$ cat src/rtl/mini_core_if_fq_pkg.sv
// mini_core_if_fq_pkg
// Shared types and constants for the mini_core instruction-fetch stage.
//   t_fetch_entry : one fetch-queue slot (PC of the request + fetched word)
//   FETCH_PC_STEP : sequential PC increment
//   align_pc()    : clears the low two bits of a redirect target
package mini_core_if_fq_pkg;

  typedef struct packed {
    logic [31:0] pc;
    logic [31:0] inst;
  } t_fetch_entry;

  localparam logic [31:0] FETCH_PC_STEP = 32'd4;

  // Instructions are word aligned, so a misaligned target is truncated.
  function automatic logic [31:0] align_pc(input logic [31:0] pc);
    return pc & ~32'h0000_0003;
  endfunction

endpackage

$ cat src/rtl/mini_core_if_fq_buf.sv
// mini_core_if_fq_buf
// Fetch-queue storage: FQ_DEPTH entries of {pc, inst} plus a filled bit per
// entry and three wrap-bit pointers.
//   alloc pointer : next slot reserved for an issued request
//   fill pointer  : next slot to receive an in-order memory response
//   read pointer  : head slot presented to decode
// Ports:
//   clk, rst_n               clock, asynchronous active-low reset
//   alloc_en / alloc_pc      reserve slot at alloc pointer, record its PC
//   fill_en / fill_inst      write instruction at fill pointer, mark filled
//   pop_en                   retire head entry
//   flush_en                 collapse all pointers onto fill pointer, clear filled
//   full                     alloc - read == FQ_DEPTH
//   outstanding              alloc - fill (requests awaiting a response)
//   head_valid / head_entry  head slot contents
module mini_core_if_fq_buf
  import mini_core_if_fq_pkg::*;
#(
  parameter int unsigned FQ_DEPTH = 4
) (
  input  logic                         clk,
  input  logic                         rst_n,
  input  logic                         alloc_en,
  input  logic [31:0]                  alloc_pc,
  input  logic                         fill_en,
  input  logic [31:0]                  fill_inst,
  input  logic                         pop_en,
  input  logic                         flush_en,
  output logic                         full,
  output logic [$clog2(FQ_DEPTH):0]    outstanding,
  output logic                         head_valid,
  output t_fetch_entry                 head_entry
);

  localparam int unsigned IW = $clog2(FQ_DEPTH);
  localparam int unsigned PW = IW + 1;

  logic [PW-1:0]       alloc_ptr_q, alloc_ptr_d;
  logic [PW-1:0]       fill_ptr_q, fill_ptr_d;
  logic [PW-1:0]       read_ptr_q, read_ptr_d;
  logic [FQ_DEPTH-1:0] filled_q, filled_d;
  logic [PW-1:0]       occupancy;
  t_fetch_entry        mem_q [FQ_DEPTH];

  logic [IW-1:0] alloc_idx, fill_idx, read_idx;

  assign alloc_idx = alloc_ptr_q[IW-1:0];
  assign fill_idx  = fill_ptr_q[IW-1:0];
  assign read_idx  = read_ptr_q[IW-1:0];

  // Occupancy counts reserved slots, so in-flight requests already hold space.
  assign occupancy   = alloc_ptr_q - read_ptr_q;
  assign full        = (occupancy == PW'(FQ_DEPTH));
  assign outstanding = alloc_ptr_q - fill_ptr_q;
  assign head_valid  = filled_q[read_idx] && (read_ptr_q != fill_ptr_q);
  assign head_entry  = mem_q[read_idx];

  // Flush wins over everything; otherwise alloc, fill and pop touch distinct
  // slots because alloc needs a non-full queue and fill needs an outstanding
  // request, so their updates can be applied independently.
  always_comb begin
    alloc_ptr_d = alloc_ptr_q;
    fill_ptr_d  = fill_ptr_q;
    read_ptr_d  = read_ptr_q;
    filled_d    = filled_q;
    if (flush_en) begin
      alloc_ptr_d = fill_ptr_q;
      read_ptr_d  = fill_ptr_q;
      filled_d    = '0;
    end else begin
      if (alloc_en) begin
        filled_d[alloc_idx] = 1'b0;
        alloc_ptr_d         = alloc_ptr_q + PW'(1);
      end
      if (fill_en) begin
        filled_d[fill_idx] = 1'b1;
        fill_ptr_d         = fill_ptr_q + PW'(1);
      end
      if (pop_en) begin
        filled_d[read_idx] = 1'b0;
        read_ptr_d         = read_ptr_q + PW'(1);
      end
    end
  end

  always_ff @(posedge clk or negedge rst_n) begin
    if (!rst_n) begin
      alloc_ptr_q <= '0;
      fill_ptr_q  <= '0;
      read_ptr_q  <= '0;
      filled_q    <= '0;
    end else begin
      alloc_ptr_q <= alloc_ptr_d;
      fill_ptr_q  <= fill_ptr_d;
      read_ptr_q  <= read_ptr_d;
      filled_q    <= filled_d;
    end
  end

  // Payload storage carries no reset; the filled bits say what is meaningful.
  always_ff @(posedge clk) begin
    if (alloc_en) begin
      mem_q[alloc_idx].pc <= alloc_pc;
    end
    if (fill_en) begin
      mem_q[fill_idx].inst <= fill_inst;
    end
  end

endmodule

$ cat src/rtl/mini_core_if_fq.sv
// mini_core_if_fq
// Instruction-fetch stage with a decoupling fetch queue. Generates sequential
// PCs from RESET_PC, issues pipelined requests to instruction memory, queues
// in-order responses with their PCs and hands them to decode. A taken
// redirect reloads the PC, flushes the queue and arranges for the responses
// still in flight to be discarded.
// Ports:
//   Clock, Rst                              clock, asynchronous active-low reset
//   RedirectValidQ102H, RedirectPcQ102H     branch/jump redirect
//   IMemReqValid, IMemReqAddr, IMemReqReady instruction memory request
//   IMemRspValid, IMemRspData               in-order memory response
//   FetchValidQ101H, FetchPcQ101H,
//   FetchInstQ101H, FetchReadyQ101H         head entry to decode
module mini_core_if_fq
  import mini_core_if_fq_pkg::*;
#(
  parameter logic [31:0] RESET_PC = 32'h0000_0000,
  parameter int unsigned FQ_DEPTH = 4
) (
  input  logic        Clock,
  input  logic        Rst,
  input  logic        RedirectValidQ102H,
  input  logic [31:0] RedirectPcQ102H,
  output logic        IMemReqValid,
  output logic [31:0] IMemReqAddr,
  input  logic        IMemReqReady,
  input  logic        IMemRspValid,
  input  logic [31:0] IMemRspData,
  output logic        FetchValidQ101H,
  output logic [31:0] FetchPcQ101H,
  output logic [31:0] FetchInstQ101H,
  input  logic        FetchReadyQ101H
);

  localparam int unsigned PW = $clog2(FQ_DEPTH) + 1;

  logic [31:0]   pc_q, pc_d;
  logic [PW-1:0] drop_cnt_q, drop_cnt_d;

  logic          fq_full;
  logic [PW-1:0] fq_outstanding;
  logic          head_valid;
  t_fetch_entry  head_entry;

  logic          req_accept;
  logic          rsp_drop;
  logic          fill_en;
  logic          pop_en;
  logic [PW-1:0] drop_total;

  // No new request while stale responses are still draining, so the
  // response stream never mixes old and new paths.
  assign IMemReqValid = Rst && !RedirectValidQ102H && !fq_full && (drop_cnt_q == '0);
  assign IMemReqAddr  = pc_q;
  assign req_accept   = IMemReqValid && IMemReqReady;

  assign rsp_drop = IMemRspValid && (drop_cnt_q != '0);
  assign fill_en  = IMemRspValid && (drop_cnt_q == '0) && !RedirectValidQ102H
                    && (fq_outstanding != '0);
  assign pop_en   = head_valid && FetchReadyQ101H && !RedirectValidQ102H;

  // Empty-queue payload is meaningless; drive zero so reset and flushed
  // states read identically.
  assign FetchValidQ101H = head_valid;
  assign FetchPcQ101H    = head_valid ? head_entry.pc : '0;
  assign FetchInstQ101H  = head_valid ? head_entry.inst : '0;

  // Every response still owed by memory after a redirect must be dropped:
  // those already being dropped plus those for queued-but-unfilled slots,
  // less the one arriving right now (it is consumed this cycle either way).
  assign drop_total = drop_cnt_q + fq_outstanding;

  always_comb begin
    pc_d       = pc_q;
    drop_cnt_d = drop_cnt_q;
    if (RedirectValidQ102H) begin
      pc_d = align_pc(RedirectPcQ102H);
      if (IMemRspValid && (drop_total != '0)) begin
        drop_cnt_d = drop_total - PW'(1);
      end else begin
        drop_cnt_d = drop_total;
      end
    end else begin
      if (req_accept) begin
        pc_d = pc_q + FETCH_PC_STEP;
      end
      if (rsp_drop) begin
        drop_cnt_d = drop_cnt_q - PW'(1);
      end
    end
  end

  always_ff @(posedge Clock or negedge Rst) begin
    if (!Rst) begin
      pc_q       <= RESET_PC;
      drop_cnt_q <= '0;
    end else begin
      pc_q       <= pc_d;
      drop_cnt_q <= drop_cnt_d;
    end
  end

  mini_core_if_fq_buf #(
    .FQ_DEPTH (FQ_DEPTH)
  ) u_buf (
    .clk         (Clock),
    .rst_n       (Rst),
    .alloc_en    (req_accept),
    .alloc_pc    (pc_q),
    .fill_en     (fill_en),
    .fill_inst   (IMemRspData),
    .pop_en      (pop_en),
    .flush_en    (RedirectValidQ102H),
    .full        (fq_full),
    .outstanding (fq_outstanding),
    .head_valid  (head_valid),
    .head_entry  (head_entry)
  );

endmodule

$ cat config.mk
export PLATFORM = sky130hd
export DESIGN_NAME = mini_core_if_fq
export DESIGN_NICKNAME = d
export VERILOG_FILES = /design/src/rtl/mini_core_if_fq_pkg.sv /design/src/rtl/mini_core_if_fq_buf.sv /design/src/rtl/mini_core_if_fq.sv
export SDC_FILE = /design/constraint.sdc
export NUM_CORES = 1
export LEC_CHECK = 0
export BUFFER_PORTS_ARGS = -buffer_cell sky130_fd_sc_hd__buf_4
export CAP_MARGIN = 15
export CORE_UTILIZATION = 62
export CTS_CLUSTER_DIAMETER = 120
export DETAILED_ROUTE_END_ITERATION = 16
export PLACE_DENSITY = 0.85
export RECOVER_POWER = 100
export REMOVE_ABC_BUFFERS = 1
export SYNTH_ARGS = -nofsm -noshare
export SYNTH_HDL_FRONTEND = slang
export SYNTH_SLANG_ARGS = --single-unit
$ cat constraint.sdc
create_clock -name Clock -period 9.4 [get_ports Clock]
set_input_delay 1.88 -clock Clock [delete_from_list [all_inputs] [get_ports Clock]]
set_output_delay 1.88 -clock Clock [all_outputs]
set_load 0.01 [all_outputs]
==> impl_metrics.toml, run 1 <==
[clock_tree]
h-tree-depth = 1
post_cts_resize_count = 0
cts_made_buffers = 28
clockBufferDepth = 3
cts_root_buffer = "clkbuf_16"
path_clk_slew_ps = 60
cts_setup_buffers = 0
clkSinkCount = 294
clk_latency_ps = 550
tritoncts = "built"
postCtsHoldBufs = 0

[synthesis]
synth_area_sq_mm = 0.01256
syn_area_per_cell_sq_um = 16.66
synth_warnings = 0
ys_seq_elements = 294
synth_cell_type_count = 56
ys.flop_type = "edfxtp_1"
synth_edf_count = 248
synth_cells = 754
synthArstFlopShare = 0.1565
ys_seq_area_frac = 0.6843

[pwr]
power_density_mw_per_mm2 = 232.8
seqPwrFrac = 0.477
switchingPower_w = 0.0009131
p_int_w = 0.002496
swShare = 0.2679
power_w = 0.003409
leakage_nw = 5.167
combPwrFrac = 0.193
p_clk_frac = 0.330
vdd_drop_max_mv = 0.1638

[timing]
finalClockSkew_ps = 9.550
fin_ws_ps = 2568
setup_violations = 0
fin_crit_sh = 0.7268
hold_slack_ps = 575.4
worst_pin_slew_ps = 3183
max_clock_freq_mhz = 146.4
timing.final.crit_period_ps = 6832
relSlewSlack = -1.122
slew_violations = 319
tns_ps = 0
grt_setup_unrepaired = "false"
hold_violations = 0

[place]
gp_congestion = 0.8176
place_hpwl_um = 15950
portBuffers = 161
dpl_worst_slack_ps = 4141

[worst_hold_path]
hold_class = "reg -> reg"
worstHoldStart = "u_buf.filled_q[2]$_DFF_PN0_"
hold_path_depth = 2
min_to = "u_buf.filled_q[2]$_DFF_PN0_"

[finish]
layout_commonest_cell = "edfxtp_1"
nets = 1012
final_cell_mix = "edfxtp_1 (248), buf_4 (91), clkbuf_1 (85)"
drive_gt1_frac = 0.2179
num_antenna_cells = 0
areaGrowthSynthToFinish_pct = 16.55

[critical_path]
rr_worst_depth = 7
cp_max_fo = 68
critPathCaptureType = "output port"
worstPathRequired_ps = 7520
critPathLaunch = "u_buf.read_ptr_q[1]$_DFFE_PN0P_"
r2r_start = "u_buf.read_ptr_q[1]$_DFFE_PN0P_"
r2r_slack_ps = 3100
slowest_stage = "dfrtp_1"
reg2reg_to = "u_buf.mem_q[0][35]$_DFFE_PP_"
start_kind = "register"
crit_type = "reg -> out"
cp_top_family = "flip-flops"
path_buf_inv = 2
slowest_delay_ps = 2500
worstPathArrival_ps = 4950
crit_path_cell_trace = "inv_1 > ha_1 > nor2b_1 > xnor2_1 > a21boi_0 > clkbuf_1"

[global_route]
gr-total-overflow = 0
grtUsageTotal = 0.2605
grt_pass1_wl_um = 39950
grt_pass1_vias = 7190
grt_antenna_before_repair = 0
grt_max_degree = 69

[routing]
drc = 0
num_vias = 7338
drt_wl_total_um = 26330
dr.first_iter.drc_count = 757
wl_per_cell_um = 21.84
ant_nets = 0
viasPerCell = 6.085
firstDrtPassIters = 5

[die]
boundaryPins = 168
die_w_um = 144.4
core_area_sq_mm = 0.01965
die_h_um = 144.4
die_area_sq_mm = 0.02084
row_count = 51
initial_utilization = 0.6393

[job]
maxCapViolCount = 8

[status]
status = "finished, violations left"
violations = "max-capacitance violations, max-slew violations"
-- state kept, by name (all words and copies together), names as in the netlist --
signal             cells
u_buf.fill_ptr_q       3
drop_cnt_q             3
IMemReqAddr           30
u_buf.read_ptr_q       3
u_buf.alloc_ptr_q      3
u_buf.filled_q         4
u_buf.mem_q          248
-- worst min-delay path, cell delays in order, from the launching register on --
cell and delay [ps]:
dfrtp_1 370, o21ai_0 80, a221oi_1 80
-- worst max-delay path by stage --
stage,cells past startpoint,end,slack [ps]
global route,4,IMemReqValid,2140
floorplan,3,FetchInstQ101H[0],3230
CTS,6,IMemReqValid,3910
finish,6,IMemReqValid,2570
detailed placement,4,IMemReqValid,4140
global placement,4,IMemReqValid,4190
-- area by class of cell --
| type | count | area, sq um |
|---|---|---|
| multi-input combinational | 394 | 3684 |
| fill | 1249 | 5010 |
| inverter | 30 | 112.6 |
| sequential | 294 | 8602 |
| tap | 265 | 331.6 |
| clock buffer | 33 | 719.4 |
| clock inverter | 19 | 211.5 |
| timing repair buffer | 171 | 983.4 |
-- cells by family (layout without fill, tap and decap cells) --
family,count (synthesis),after routing,synth area share
fa+ha+maj,23,23,0.02410
compound gates,92,92,0.05218
simple gates,185,185,0.08235
other cells,1,4,0.0002985
flops,294,294,0.6843
mux,72,72,0.1204
buf+inv,69,253,0.02320
xor+xnor,18,18,0.01314
-- cell usage after synthesis, drive strengths merged, types with 7 or more instances --
library cell  instances  area (sq um)
a21oi                 9         45.04
a221o                 9         90.09
and2                 67         419.2
and3                  7         48.80
buf                  13         81.33
clkbuf               26         97.59
dfrtp                46          1151
edfxtp              248          7447
ha                   21         262.8
inv                  30         112.6
mux4                 63          1419
nand2                32         120.1
nand3                17         85.08
nand4                 9         56.30
nor2                 14         52.55
nor3                 13         65.06
nor4                  7         50.05
o21ai                30         150.1
or3                   7         48.80
xnor2                 8         77.58
xor2                 10         87.58
-- routing by layer --
| layer | share of wire | GRT usage | vias up |
|---|---|---|---|
| met1 | 0.40 | 0.3602 | 3683 |
| met5 | 0 | 0 | - |
| met3 | 0.086 | 0.05430 | 42 |
| li1 | - | - | 3269 |
| met2 | 0.50 | 0.4309 | 344 |
| met4 | 0.019 | 0.05817 | 0 |
-- stage by stage --
stage | utilization | area, sq um | instances
2_1_floorplan | - | 12400 | 718
3_3_place_gp | 0.7141 | 14030 | 1154
3_5_place_dp | 0.7141 | 14030 | 1154
4_1_cts | 0.7615 | 14970 | 1206
5_1_grt | 0.7451 | 14640 | 1206
6_report | 0.7451 | 14640 | 1206
-- power groups by stage --
stage	Combinational [W]	Sequential [W]	Clock, W
after global routing	0.000737	0.00164	0.00119
after global placement	0.000639	0.00165	0
final	0.000659	0.00163	0.00112
after floorplan	0.000477	0.00163	0
after detailed placement	0.000653	0.00165	0
after CTS	0.000663	0.00163	0.00114
Power figures use the tool's default switching activity.
==> run 2, diff against run 1 <==
--- a/config.mk
+++ b/config.mk
@@ -7,10 +7,10 @@
 export LEC_CHECK = 0
 export BUFFER_PORTS_ARGS = -buffer_cell sky130_fd_sc_hd__buf_4
 export CAP_MARGIN = 15
-export CORE_UTILIZATION = 62
+export CORE_UTILIZATION = 58
 export CTS_CLUSTER_DIAMETER = 120
 export DETAILED_ROUTE_END_ITERATION = 16
-export PLACE_DENSITY = 0.85
+export PLACE_DENSITY = 0.8
 export RECOVER_POWER = 100
 export REMOVE_ABC_BUFFERS = 1
 export SYNTH_ARGS = -nofsm -noshare
==> constraint.sdc (replaced) <==
create_clock -name Clock -period 6.5 [get_ports Clock]
set_input_delay 1.3 -clock Clock [delete_from_list [all_inputs] [get_ports Clock]]
set_output_delay 1.3 -clock Clock [all_outputs]
set_load 0.01 [all_outputs]
==> run 2 against run 1 <==
  * The run still ends with max-capacitance violations, max-slew violations left
  * Global-route usage decreased by 1.2 points
  * Worst setup slack got worse by 1500 ps
  * Flip-flop and latch count unchanged
  * Non-clock buffer count increased by 1
  * Clock-buffer cell count increased by 6
  * Via count about the same
  * Worst hold slack improved by 15 ps
  * Design area increased by 0.29%
  * Die area increased by 6.8%
  * Sequential power increased by 42%
  * Register-to-register slack got worse by 2000 ps
  * Combinational power increased by 46%
  * Critical path type is now reg -> reg
  * Largest power group unchanged
==> impl_metrics.toml, run 2 (synthesis gave the netlist of run 1 again) <==
[finish]
largest_register = "u_buf.mem_q"
fin_util = 0.6943
largest_register_ffs = 248
fin_area_sq_mm = 0.01469
drive_gt1_frac = 0.2216
fin_cells = 1218
final_cell_mix = "edfxtp_1 (248), buf_4 (91), clkbuf_1 (88)"
nets = 1014
layout_commonest_cell = "edfxtp_1"
areaGrowthSynthToFinish_pct = 16.89
num_antenna_cells = 0

[critical_path]
start_kind = "register"
slowest_delay_ps = 940
worstPathArrival_ps = 5590
crit_path_cell_trace = "buf_4 > inv_1 > ha_1 > nor2b_1 > nor3_1 > or3_1 > nor2_1 > clkbuf_2"
path_buf_inv = 3
worstPathRequired_ps = 6660
rr_worst_depth = 8
cp_top_family = "simple AND/OR/NAND/NOR gates"
r2r_slack_ps = 1070
slowest_stage = "or3_1"
critPathLaunch = "u_buf.read_ptr_q[1]$_DFFE_PN0P_"
critPathCaptureType = "register"
r2r_start = "u_buf.read_ptr_q[1]$_DFFE_PN0P_"
reg2reg_to = "u_buf.mem_q[3][42]$_DFFE_PP_"
cp_max_fo = 59
crit_type = "reg -> reg"

[pwr]
seqPwrFrac = 0.467
switchingPower_w = 0.001325
swShare = 0.2677
leakage_nw = 5.185
vdd_drop_max_mv = 0.2352
combPwrFrac = 0.194
power_density_mw_per_mm2 = 337.2
p_clk_frac = 0.339
p_int_w = 0.003626

[global_route]
grt.busiest_layer = "met2"
grt_pass1_vias = 7483
grt_pass1_wl_um = 41820
gr-total-overflow = 0
use_met1 = 0.3379
grtUsageTotal = 0.2485
grt_use_met3 = 0.04954
grt_max_degree = 60
grt_antenna_before_repair = 0
use_met2 = 0.4207

[timing]
hold_violations = 0
max_clock_freq_mhz = 184.2
hold_slack_ps = 590.1
timing.final.crit_period_ps = 5430
worst_pin_slew_ps = 2077
tns_ps = 0
setup_violations = 0
fin_crit_sh = 0.8354
slew_violations = 132
relSlewSlack = -0.3846
finalClockSkew_ps = 16.41
grt_setup_unrepaired = "false"

[place]
place_hpwl_um = 16510
gp_congestion = 0.8257
dp.cells = 1165
place_area_sq_mm = 0.01405
portBuffers = 161

[worst_hold_path]
worstHoldStart = "u_buf.filled_q[3]$_DFF_PN0_"
min_to = "u_buf.filled_q[3]$_DFF_PN0_"
hold_class = "reg -> reg"
hold_path_depth = 2

[clock_tree]
tritoncts = "built"
post_cts_resize_count = 0
cts_root_buffer = "clkbuf_16"
cts_made_buffers = 29
clkSinkCount = 294
postCtsHoldBufs = 0
cts_setup_buffers = 0
clk_latency_ps = 550
h-tree-depth = 1
clockBufferDepth = 3
path_clk_slew_ps = 60

[die]
die_area_sq_mm = 0.02226
row_count = 53
initial_utilization = 0.5940
die_h_um = 149.2
boundaryPins = 168
die_w_um = 149.2
core_area_sq_mm = 0.02115

[status]
violations = "max-capacitance violations, max-slew violations"
status = "finished, violations left"

[routing]
drc = 0
firstDrtPassIters = 5
wl_per_cell_um = 22.18
num_vias = 7344
viasPerCell = 6.030
drt_wl_total_um = 27020
ant_nets = 0
dr.first_iter.drc_count = 587

[job]
maxCapViolCount = 5
-- run 2: power groups by stage --
stage,Sequential (W),Combinational [W],Clock [W]
detailed placement,0.00235,0.000990,0
CTS,0.00232,0.00100,0.00171
finish,0.00231,0.000960,0.00168
global placement,0.00235,0.000964,0
global route,0.00233,0.00107,0.00179
floorplan,0.00236,0.000690,0
-- run 2: per-stage QoR --
stage	setup WS, ps	total power (W)
final	1070	0.004952
after CTS	1733	0.005033
after global routing	850.8	0.005195
after global placement	2164	0.003312
after floorplan	753.0	0.003052
after detailed placement	2109	0.003345
-- run 2: area by class of cell --
class / instances / area [sq um]
Timing Repair Buffer: 172 / 988.4
Clock inverter: 14 / 176.4
Fill cell: 1420 / 6467
Clock buffer: 39 / 783.3
Multi-Input combinational cell: 394 / 3680
Sequential cell: 294 / 8602
Inverter: 30 / 112.6
Tap cell: 275 / 344.1
-- run 2: worst max path at each step --
stage / endpoint / slack [ps] / cells past startpoint
floorplan: u_buf.mem_q[0][34]$_DFFE_PP_ / 750 / 5
global placement: u_buf.mem_q[2][60]$_DFFE_PP_ / 2160 / 6
detailed placement: u_buf.mem_q[2][61]$_DFFE_PP_ / 2110 / 6
CTS: IMemReqValid / 1730 / 7
global route: u_buf.mem_q[3][42]$_DFFE_PP_ / 850 / 8
finish: u_buf.mem_q[3][42]$_DFFE_PP_ / 1070 / 8
-- run 2: per-layer routing --
layer / share of wire / vias to the layer above
met5: 0 / -
li1: - / 3280
met4: 0.015 / 0
met1: 0.40 / 3685
met3: 0.082 / 45
met2: 0.50 / 334
-- run 2: worst min-delay path: cells and delay by family (launching register included) --
| kind | cells | cell delay, ps |
|---|---|---|
| flip-flops | 1 | 390 |
| AO/OA/AOI/OAI | 2 | 150 |
==> run 3, diff against run 2 <==
--- a/config.mk
+++ b/config.mk
@@ -7,10 +7,10 @@
 export LEC_CHECK = 0
 export BUFFER_PORTS_ARGS = -buffer_cell sky130_fd_sc_hd__buf_4
 export CAP_MARGIN = 15
-export CORE_UTILIZATION = 58
+export CORE_UTILIZATION = 52
 export CTS_CLUSTER_DIAMETER = 120
 export DETAILED_ROUTE_END_ITERATION = 16
-export PLACE_DENSITY = 0.8
+export PLACE_DENSITY = 0.76
 export RECOVER_POWER = 100
 export REMOVE_ABC_BUFFERS = 1
 export SYNTH_ARGS = -nofsm -noshare
==> constraint.sdc (replaced) <==
create_clock -name Clock -period 4.8 [get_ports Clock]
set_input_delay 0.96 -clock Clock [delete_from_list [all_inputs] [get_ports Clock]]
set_output_delay 0.96 -clock Clock [all_outputs]
set_load 0.01 [all_outputs]
==> run 3 against run 2 <==
  * The flow still finishes with violations (max-capacitance violations, max-slew violations)
  * Final cell count up 4.1%
  * Routed wire length decreased by 1.9%
  * Non-clock buffer count increased by 4
  * Clock power rose by 37%
  * Core utilization is 6.5 points lower
  * Via count about the same
  * Sequential power is 34% higher
  * Global-route usage shrank 2.6 points
  * Clock skew rose by 10 ps
  * Worst hold slack worse by 24 ps
  * Largest power group unchanged
==> impl_metrics.toml, run 3 (synthesis gave the netlist of run 1 again) <==
[finish]
nets = 1019
multiInputGateArea_sq_mm = 0.003675
num-fill-cells = 1781
regArea_sq_mm = 0.008603
layout_commonest_cell = "edfxtp_1"
drive_gt1_frac = 0.2234
largest_register_ffs = 248
num_antenna_cells = 0
areaGrowthSynthToFinish_pct = 18.19
largest_register = "u_buf.mem_q"
final_cell_mix = "edfxtp_1 (248), buf_4 (89), clkbuf_1 (87)"

[clock_tree]
post_cts_resize_count = 0
tritoncts = "built"
h-tree-depth = 1
clk_latency_ps = 560
path_clk_slew_ps = 60
postCtsHoldBufs = 0
cts_root_buffer = "clkbuf_16"
clockBufferDepth = 3
cts_setup_buffers = 0
clkSinkCount = 294
cts_made_buffers = 30

[critical_path]
r2r_start = "u_buf.read_ptr_q[1]$_DFFE_PN0P_"
critPathCaptureType = "output port"
rr_worst_depth = 7
r2r_slack_ps = 750
worstPathArrival_ps = 3090
reg2reg_to = "u_buf.mem_q[3][44]$_DFFE_PP_"
start_kind = "register"
cp_max_fo = 40
crit_type = "reg -> out"
worstPathRequired_ps = 3840

[global_route]
use_met2 = 0.3624
grtUsageTotal = 0.2220
gr-total-overflow = 0
grt_use_met3 = 0.05314
grt_pass1_vias = 7240
use_met1 = 0.3020
grt_antenna_before_repair = 1
grt_pass1_wl_um = 41140
grt.busiest_layer = "met2"
grt_max_degree = 61

[routing]
firstDrtPassIters = 6
dr.first_iter.drc_count = 597
num_vias = 7342
wl_per_cell_um = 20.91
viasPerCell = 5.790
ant_nets = 0
drt_wl_total_um = 26510
drc = 0

[timing]
hold_violations = 0
worst_pin_slew_ps = 2681
setup_violations = 0
tns_ps = 0
slew_violations = 113
grt_setup_unrepaired = "false"
relSlewSlack = -0.7870
max_clock_freq_mhz = 246.9
timing.final.crit_period_ps = 4050
finalClockSkew_ps = 26.48
fin_ws_ps = 750.2
fin_crit_sh = 0.8437

[place]
portBuffers = 161
dpl_worst_slack_ps = 1256
gp_congestion = 0.8345
place_hpwl_um = 16660

[pwr]
power_density_mw_per_mm2 = 453.7
vdd_drop_max_mv = 0.2925
leakage_nw = 5.232

[status]
status = "finished, violations left"
violations = "max-capacitance violations, max-slew violations"

[worst_hold_path]
hold_class = "reg -> reg"
worstHoldStart = "u_buf.fill_ptr_q[2]$_DFFE_PN0P_"
min_to = "u_buf.fill_ptr_q[2]$_DFFE_PN0P_"
hold_path_depth = 1

[die]
die_h_um = 157.4
core_area_sq_mm = 0.02361
initial_utilization = 0.5321
die_w_um = 157.4
row_count = 56
die_area_sq_mm = 0.02479
boundaryPins = 168

[job]
maxCapViolCount = 3
-- run 3: cell type report --
| class | count | share of cell area |
|---|---|---|
| clock buffer | 38 | 0.05401 |
| clock inverter | 17 | 0.01213 |
| inverter | 30 | 0.007583 |
| multi-input combinational | 394 | 0.2475 |
| sequential | 294 | 0.5793 |
| tap | 319 | 0.02688 |
| timing repair buffer | 176 | 0.07263 |
-- run 3: routing by layer --
layer	wire length, um	share of wire
met1	11000	0.41
met2	12760	0.48
met3	2210	0.083
met4	524	0.020
met5	17	0.00064
-- run 3: how the worst max path moves through the flow --
stage,slack (ps),cells after the start,endpoint,start
6_report,750,5,FetchPcQ101H[11],u_buf.read_ptr_q[0]$_DFFE_PN0P_
5_1_grt,520,10,u_buf.mem_q[2][10]$_DFFE_PP_,u_buf.alloc_ptr_q[0]$_DFFE_PN0N_
4_1_cts,1130,4,FetchInstQ101H[16],u_buf.read_ptr_q[1]$_DFFE_PN0P_
3_5_place_dp,1260,6,u_buf.mem_q[1][50]$_DFFE_PP_,RedirectValidQ102H
3_3_place_gp,1290,6,u_buf.mem_q[3][37]$_DFFE_PP_,RedirectValidQ102H
2_1_floorplan,-950,5,u_buf.mem_q[0][34]$_DFFE_PP_,u_buf.read_ptr_q[0]$_DFFE_PN0P_
-- run 3: where the power goes --
group          switching (W)  internal, W  total, W
registers           0.000181      0.00291   0.00309
logic               0.000690     0.000651   0.00134
clock network       0.000919      0.00139   0.00231
total                0.00179      0.00495   0.00674
-- run 3: through the flow --
step,cell area (sq um),util,instances,power (W),hold WS [ps]
2_1_floorplan,12400,-,718,0.004133,520.3
3_3_place_gp,14200,0.6012,1213,0.004509,548.6
3_5_place_dp,14200,0.6012,1213,0.004531,553.6
4_1_cts,15180,0.6428,1268,0.006848,551.9
5_1_grt,14850,0.6289,1268,0.007078,580.1
6_report,14850,0.6289,1268,0.006738,566.2
-- run 3: worst max-delay path: stages (launching register included) --
cell	delay, ps
dfrtp_4	580
mux4_2	360
o31a_1	920
buf_12	290
and2_1	140
clkbuf_1	210
